==> src/rtl/cac_fns_pkg.sv <==
// Shared definitions for the 6-TSV Fibonacci-numeral-system (FNS) link:
// codeword width, Fibonacci weights, decoder FSM states and the
// forbidden-transition check used by both encoder and decoder.
// No ports (package).
package cac_fns_pkg;

  localparam int unsigned FNS_N_TSV = 6;
  localparam int unsigned FNS_WT_W  = 4;

  // Weight of codeword bit k, k = 0..5.
  localparam logic [FNS_WT_W-1:0] W [0:5] = '{4'd1, 4'd1, 4'd2, 4'd3, 4'd5, 4'd8};

  typedef enum logic [1:0] {
    IDLE  = 2'd0,
    ACCUM = 2'd1,
    DONE  = 2'd2
  } fns_state_e;

  // An odd line held at 0 next to an even line at 1 is a forbidden pattern.
  function automatic logic fns_is_forbidden(input logic [5:0] w);
    return (!w[1] && (w[0] || w[2])) ||
           (!w[3] && (w[2] || w[4])) ||
           (!w[5] &&  w[4]);
  endfunction

endpackage

==> src/rtl/cac_ftf_checker.sv <==
// Combinational forbidden-transition check on one 6-bit codeword.
// Ports:
//   word    in  6  codeword to evaluate
//   fault_c out 1  codeword violates the forbidden-transition rule
module cac_ftf_checker
  import cac_fns_pkg::*;
(
  input  logic [5:0] word,
  output logic       fault_c
);

  assign fault_c = fns_is_forbidden(word);

endmodule

==> src/rtl/cac_fns_decoder_6.sv <==
// Registered, handshaked FNS decoder: captures a 6-bit TSV codeword,
// accumulates its Fibonacci-weighted value MSB first over six cycles,
// flags forbidden patterns and keeps a saturating fault count.
// Ports:
//   clock, reset          clock and synchronous active-high reset
//   tsv, in_valid         codeword input and its valid
//   in_ready              block can accept a codeword
//   dataout, out_fault    decoded value and fault flag
//   out_valid, out_ready  output handshake
//   err_count             saturating count of faulty codewords accepted
module cac_fns_decoder_6 #(
  parameter int unsigned N_TSV  = 6,
  parameter int unsigned DATA_W = 5,
  parameter int unsigned ERR_W  = 8
) (
  input  logic              clock,
  input  logic              reset,
  input  logic [N_TSV-1:0]  tsv,
  input  logic              in_valid,
  output logic              in_ready,
  output logic [DATA_W-1:0] dataout,
  output logic              out_fault,
  output logic              out_valid,
  input  logic              out_ready,
  output logic [ERR_W-1:0]  err_count
);

  import cac_fns_pkg::*;

  localparam int unsigned CNT_W = 3;

  fns_state_e        state;
  fns_state_e        state_next;
  logic [N_TSV-1:0]  shreg;
  logic [DATA_W-1:0] acc;
  logic [CNT_W-1:0]  cnt;
  logic              fault_r;
  logic              fault_c;
  logic              accept;
  logic              deliver;
  logic              in_ready_next;
  logic              out_valid_next;
  logic              load_out;

  assign accept  = in_valid && in_ready;
  assign deliver = out_valid && out_ready;

  cac_ftf_checker u_checker (
    .word    (tsv),
    .fault_c (fault_c)
  );

  // State register.
  always_ff @(posedge clock) begin
    if (reset) state <= IDLE;
    else       state <= state_next;
  end

  // Next-state logic.
  always_comb begin
    state_next = state;
    case (state)
      IDLE:    if (accept)        state_next = ACCUM;
      ACCUM:   if (cnt == '0)     state_next = DONE;
      DONE:    if (deliver)       state_next = IDLE;
      default:                    state_next = IDLE;
    endcase
  end

  // Next values of the registered handshake outputs; results load on the
  // first DONE cycle, so out_valid trails entry into DONE by one edge.
  always_comb begin
    in_ready_next  = 1'b0;
    out_valid_next = 1'b0;
    load_out       = 1'b0;
    in_ready_next  = (state_next == IDLE);
    if (state == DONE) begin
      out_valid_next = !deliver;
      load_out       = !out_valid;
    end
  end

  // Datapath and output registers.
  always_ff @(posedge clock) begin
    if (reset) begin
      in_ready  <= 1'b1;
      out_valid <= 1'b0;
      dataout   <= '0;
      out_fault <= 1'b0;
      err_count <= '0;
      acc       <= '0;
      cnt       <= '0;
      shreg     <= '0;
      fault_r   <= 1'b0;
    end else begin
      in_ready  <= in_ready_next;
      out_valid <= out_valid_next;
      if (accept) begin
        shreg   <= tsv;
        fault_r <= fault_c;
        acc     <= '0;
        cnt     <= CNT_W'(N_TSV - 1);
        if (fault_c && (err_count != '1)) err_count <= err_count + 1'b1;
      end else if (state == ACCUM) begin
        // MSB of the shift register always pairs with weight W[cnt].
        if (shreg[N_TSV-1]) acc <= acc + DATA_W'(W[cnt]);
        shreg <= shreg << 1;
        if (cnt != '0) cnt <= cnt - 1'b1;
      end
      if (load_out) begin
        dataout   <= acc;
        out_fault <= fault_r;
      end
    end
  end

endmodule

==> config.mk <==
export PLATFORM = sky130hd
export DESIGN_NAME = cac_fns_decoder_6
export DESIGN_NICKNAME = d
export VERILOG_FILES = /design/src/rtl/cac_fns_pkg.sv /design/src/rtl/cac_ftf_checker.sv /design/src/rtl/cac_fns_decoder_6.sv
export SDC_FILE = /design/constraint.sdc
export NUM_CORES = 1
export LEC_CHECK = 0
export CORE_ASPECT_RATIO = 1.75
export CORE_MARGIN = 2
export CORE_UTILIZATION = 40
export CTS_CLUSTER_DIAMETER = 100
export DETAILED_ROUTE_END_ITERATION = 10
export PLACE_DENSITY = 0.72
export SLEW_MARGIN = 20
export SYNTH_ARGS = -nofsm -noshare
export SYNTH_HDL_FRONTEND = slang
export SYNTH_HIERARCHICAL = 1
export SYNTH_SLANG_ARGS = --single-unit
export TNS_END_PERCENT = 20
==> constraint.sdc <==
create_clock -name clock -period 2.22 [get_ports clock]
set_clock_uncertainty 0.05 [all_clocks]
set_input_delay 0.444 -clock clock [delete_from_list [all_inputs] [get_ports clock]]
set_output_delay 0.444 -clock clock [all_outputs]
set_load 0.02 [all_outputs]
==> reports/qor.json <==
{
  "status": {
    "status": "finished, final reports clean"
  },
  "global_route": {
    "gr-usage-all-layers_pct": 16.5,
    "grt_antenna_before_repair": 0,
    "first_pass_grt_wire_length_um": 5430,
    "grt_pass1_vias": 1245,
    "grt_remaining_overflow": 0,
    "grt_max_degree": 22
  },
  "worst_setup_path": {
    "cpMaxStageDelayCell": "sky130_fd_sc_hd__fa_1",
    "worst-setup-path-type": "flop to flop",
    "critical_path.reg2reg.startpoint": "cnt[0]",
    "critPathLaunch": "cnt[0]",
    "ff2ff_setup_slack_ns": 0.16,
    "critPathMaxFanout": 4,
    "crit_chain": "inv_1, ha_1, a21oi_2, ha_2, inv_1, fa_1, nor2b_1, o21a_1, o21ai_1, mux2i_1",
    "crit_path_frequent_cell": "sky130_fd_sc_hd__inv_1",
    "regToRegEndpoint": "acc[4]",
    "worstPathBufferInverterCount": 2,
    "worst_setup_path_start_kind": "flop",
    "arrival_ns": 2.18,
    "cp-end-kind": "flop",
    "crit_path_leading_delay_family": "adder cells",
    "worst-endpoint-required_ns": 2.34,
    "crit_path_max_incr_delay_ns": 0.40,
    "worst-r2r-cell-count": 10
  },
  "clock_network": {
    "tritoncts.num_buffers": 5,
    "max-clock-path-buffers": 2,
    "cts_tree": "built",
    "worst_skew_pair.late_latency_ns": 0.29,
    "htree_levels": 2,
    "cts_hold_buf": 0,
    "clk_root_buffer_cell": "sky130_fd_sc_hd__clkbuf_8",
    "clk_pin_slew_worst_paths_ns": 0.07,
    "clock_sink_count": 33
  },
  "pwr": {
    "leakage_nw": 0.791,
    "power_density_mw_per_mm2": 756,
    "max-vdd-ir-drop_mv": 0.316
  },
  "cells_and_area": {
    "nNetsFinal": 231,
    "layout_commonest_cell": "sky130_fd_sc_hd__dfxtp_1",
    "stdcell_count": 261,
    "area_growth_pct": 28.2,
    "final_layout_size_suffix_gt1_share_pct": 11.3,
    "fin_util_pct": 52.5,
    "n_antenna_cell": 0,
    "multiInputGateArea_um2": 845,
    "final_cell_mix": "sky130_fd_sc_hd__dfxtp_1 (33), sky130_fd_sc_hd__clkdlybuf4s50_1 (25), sky130_fd_sc_hd__nor2_1 (21), sky130_fd_sc_hd__nand2_1 (16), sky130_fd_sc_hd__a21oi_1 (15)",
    "sequential_cell_area_um2": 661,
    "post-route-cell-area_mm2": 0.00199,
    "filler_cell_count": 357
  },
  "detailed_routing": {
    "drt_iter0_drc": 13,
    "detailroute.via_count": 1298,
    "wl_per_cell_um": 12.1,
    "first_pass_iters": 2,
    "ant_nets": 0,
    "detail_route.drc_violations": 0,
    "route.final.wire_length_um": 3160,
    "vias_per_cell": 4.97
  },
  "place": {
    "post-dp-hpwl_um": 2440,
    "io_buffers": 25,
    "dpl_worst_slack_ns": 0.00183,
    "placed_cells": 253,
    "routability_congestion": 0.775,
    "postPlaceCellArea_mm2": 0.00190
  },
  "sta": {
    "period_needed_ns": 2.06,
    "maxClockFrequency_mhz": 486,
    "final-setup-viol-count": 0,
    "tightest_slew_ns": 0.525,
    "number_of_slew_limit_violations_in_the_final_report": 0,
    "fin_hold_viols": 0,
    "slew_headroom_pct": 64.1,
    "fin_ws_ns": 0.164,
    "grt_setup_unrepaired": "no",
    "finalCritPeriodShare_pct": 92.6,
    "setup_tns_ns": 0
  },
  "floorplanning": {
    "floorplan.die_area_mm2": 0.00442,
    "chipWidth_um": 51.1,
    "io_pins": 26,
    "rows": 30,
    "core_area_mm2": 0.00379,
    "floorplan.initialDensity_pct": 41.0,
    "dieHeight_um": 86.5
  },
  "logic_synthesis": {
    "synthesis.instances": 178,
    "yosys.cell_types.count": 35,
    "synth_seq_cells": 33,
    "ys.warnings.count": 6,
    "average_size_of_a_mapped_cell_um2": 8.73,
    "netlist_area_mm2": 0.00155,
    "synth_sequential_area_ratio_pct": 42.5,
    "synthesized_netlist_net_count": 197
  },
  "hold_path": {
    "worst_hold_path_type": "flop to flop",
    "hold_path_depth": 1,
    "timing.hold.worst_endpoint": "state[0]",
    "hold_start": "state[1]"
  },
  "flow_run": {
    "cap_violations": 0
  }
}
[metrics by stage]
stage | power, mW | hold slack [ns]
final | 1.51 | 0.413
after global routing | 1.60 | 0.439
after CTS | 1.52 | 0.419
after detailed placement | 1.08 | 0.413
after global placement | 1.07 | 0.405
after floorplan | 0.950 | 0.382
[worst max path at each step]
stage	slack (ns)	endpoint	depth (start not counted)
after CTS	0.10	acc[4]	10
after detailed placement	0.002	err_count[1]	7
final	0.16	acc[4]	10
after global routing	0.04	acc[4]	10
after floorplan	0.31	acc[4]	10
after global placement	0.06	err_count[1]	7
[kinds of logic (layout without fill, tap and decap cells)]
logic type      after synthesis  in the layout  share of synthesized area (%)
compound gates               45             45                           18.6
xor+xnor                      8              8                           4.51
fa+ha+maj                     9              9                           7.73
buf+inv                      14             49                           3.54
flops                        33             33                           42.5
mux                           7              7                           4.51
simple gates                 62             62                           18.6
[layer usage]
layer	vias to the layer above	routed length, um	track usage, %
li1	687	-	-
met2	15	1690	27.7
met4	0	87	9.58
met5	-	0	0
met1	591	1310	18.5
met3	5	72	4.14
[synthesized netlist by cell type, drive strengths merged]
library cell / n / area share (%)
dfxtp: 33 / 43
nor2: 22 / 5.5
a21oi: 16 / 5.2
nand2: 16 / 3.9
o21ai: 10 / 3.2
a211oi: 8 / 3.9
ha: 8 / 6.4
inv: 8 / 1.9
mux2i: 7 / 4.5
nand3: 7 / 2.3
xor2: 5 / 2.8
clkbuf: 4 / 0.97
nand2b: 4 / 1.6
and3: 3 / 1.2
nor2b: 3 / 1.2
o211ai: 3 / 1.8
xnor2: 3 / 1.7
a2111oi: 2 / 1.5
a21o: 2 / 0.97
buf: 2 / 0.64
nand4: 2 / 0.81
or4: 2 / 0.97
a221o: 1 / 0.64
a31oi: 1 / 0.40
and2: 1 / 0.40
fa: 1 / 1.3
o2111ai: 1 / 0.56
o21a: 1 / 0.48
or2: 1 / 0.40
or3: 1 / 0.40
[cell type report]
type | instances | area share, %
sequential | 33 | 33.2
multi-input combinational | 131 | 42.4
clock inverter | 3 | 0.879
timing repair buffer | 33 | 15.6
inverter | 8 | 1.51
clock buffer | 5 | 3.45
tap | 48 | 3.02
[power breakdown]
part	switching, mW	internal, mW
clock network	0.227	0.216
logic	0.198	0.165
registers	0.0485	0.651
[timing repair]
item	CTS	global route
endpoints found under the setup margin	0	1
setup buffers	0	0
resized for setup	0	2
[registers in the layout, indices dropped and copies added, names as in the netlist]
register,flops
out_valid,1
cnt,3
shreg,6
err_count,8
acc,5
out_fault,1
fault_r,1
in_ready,1
state,2
dataout,5
No activity file was read; power rests on OpenSTA's default activity.
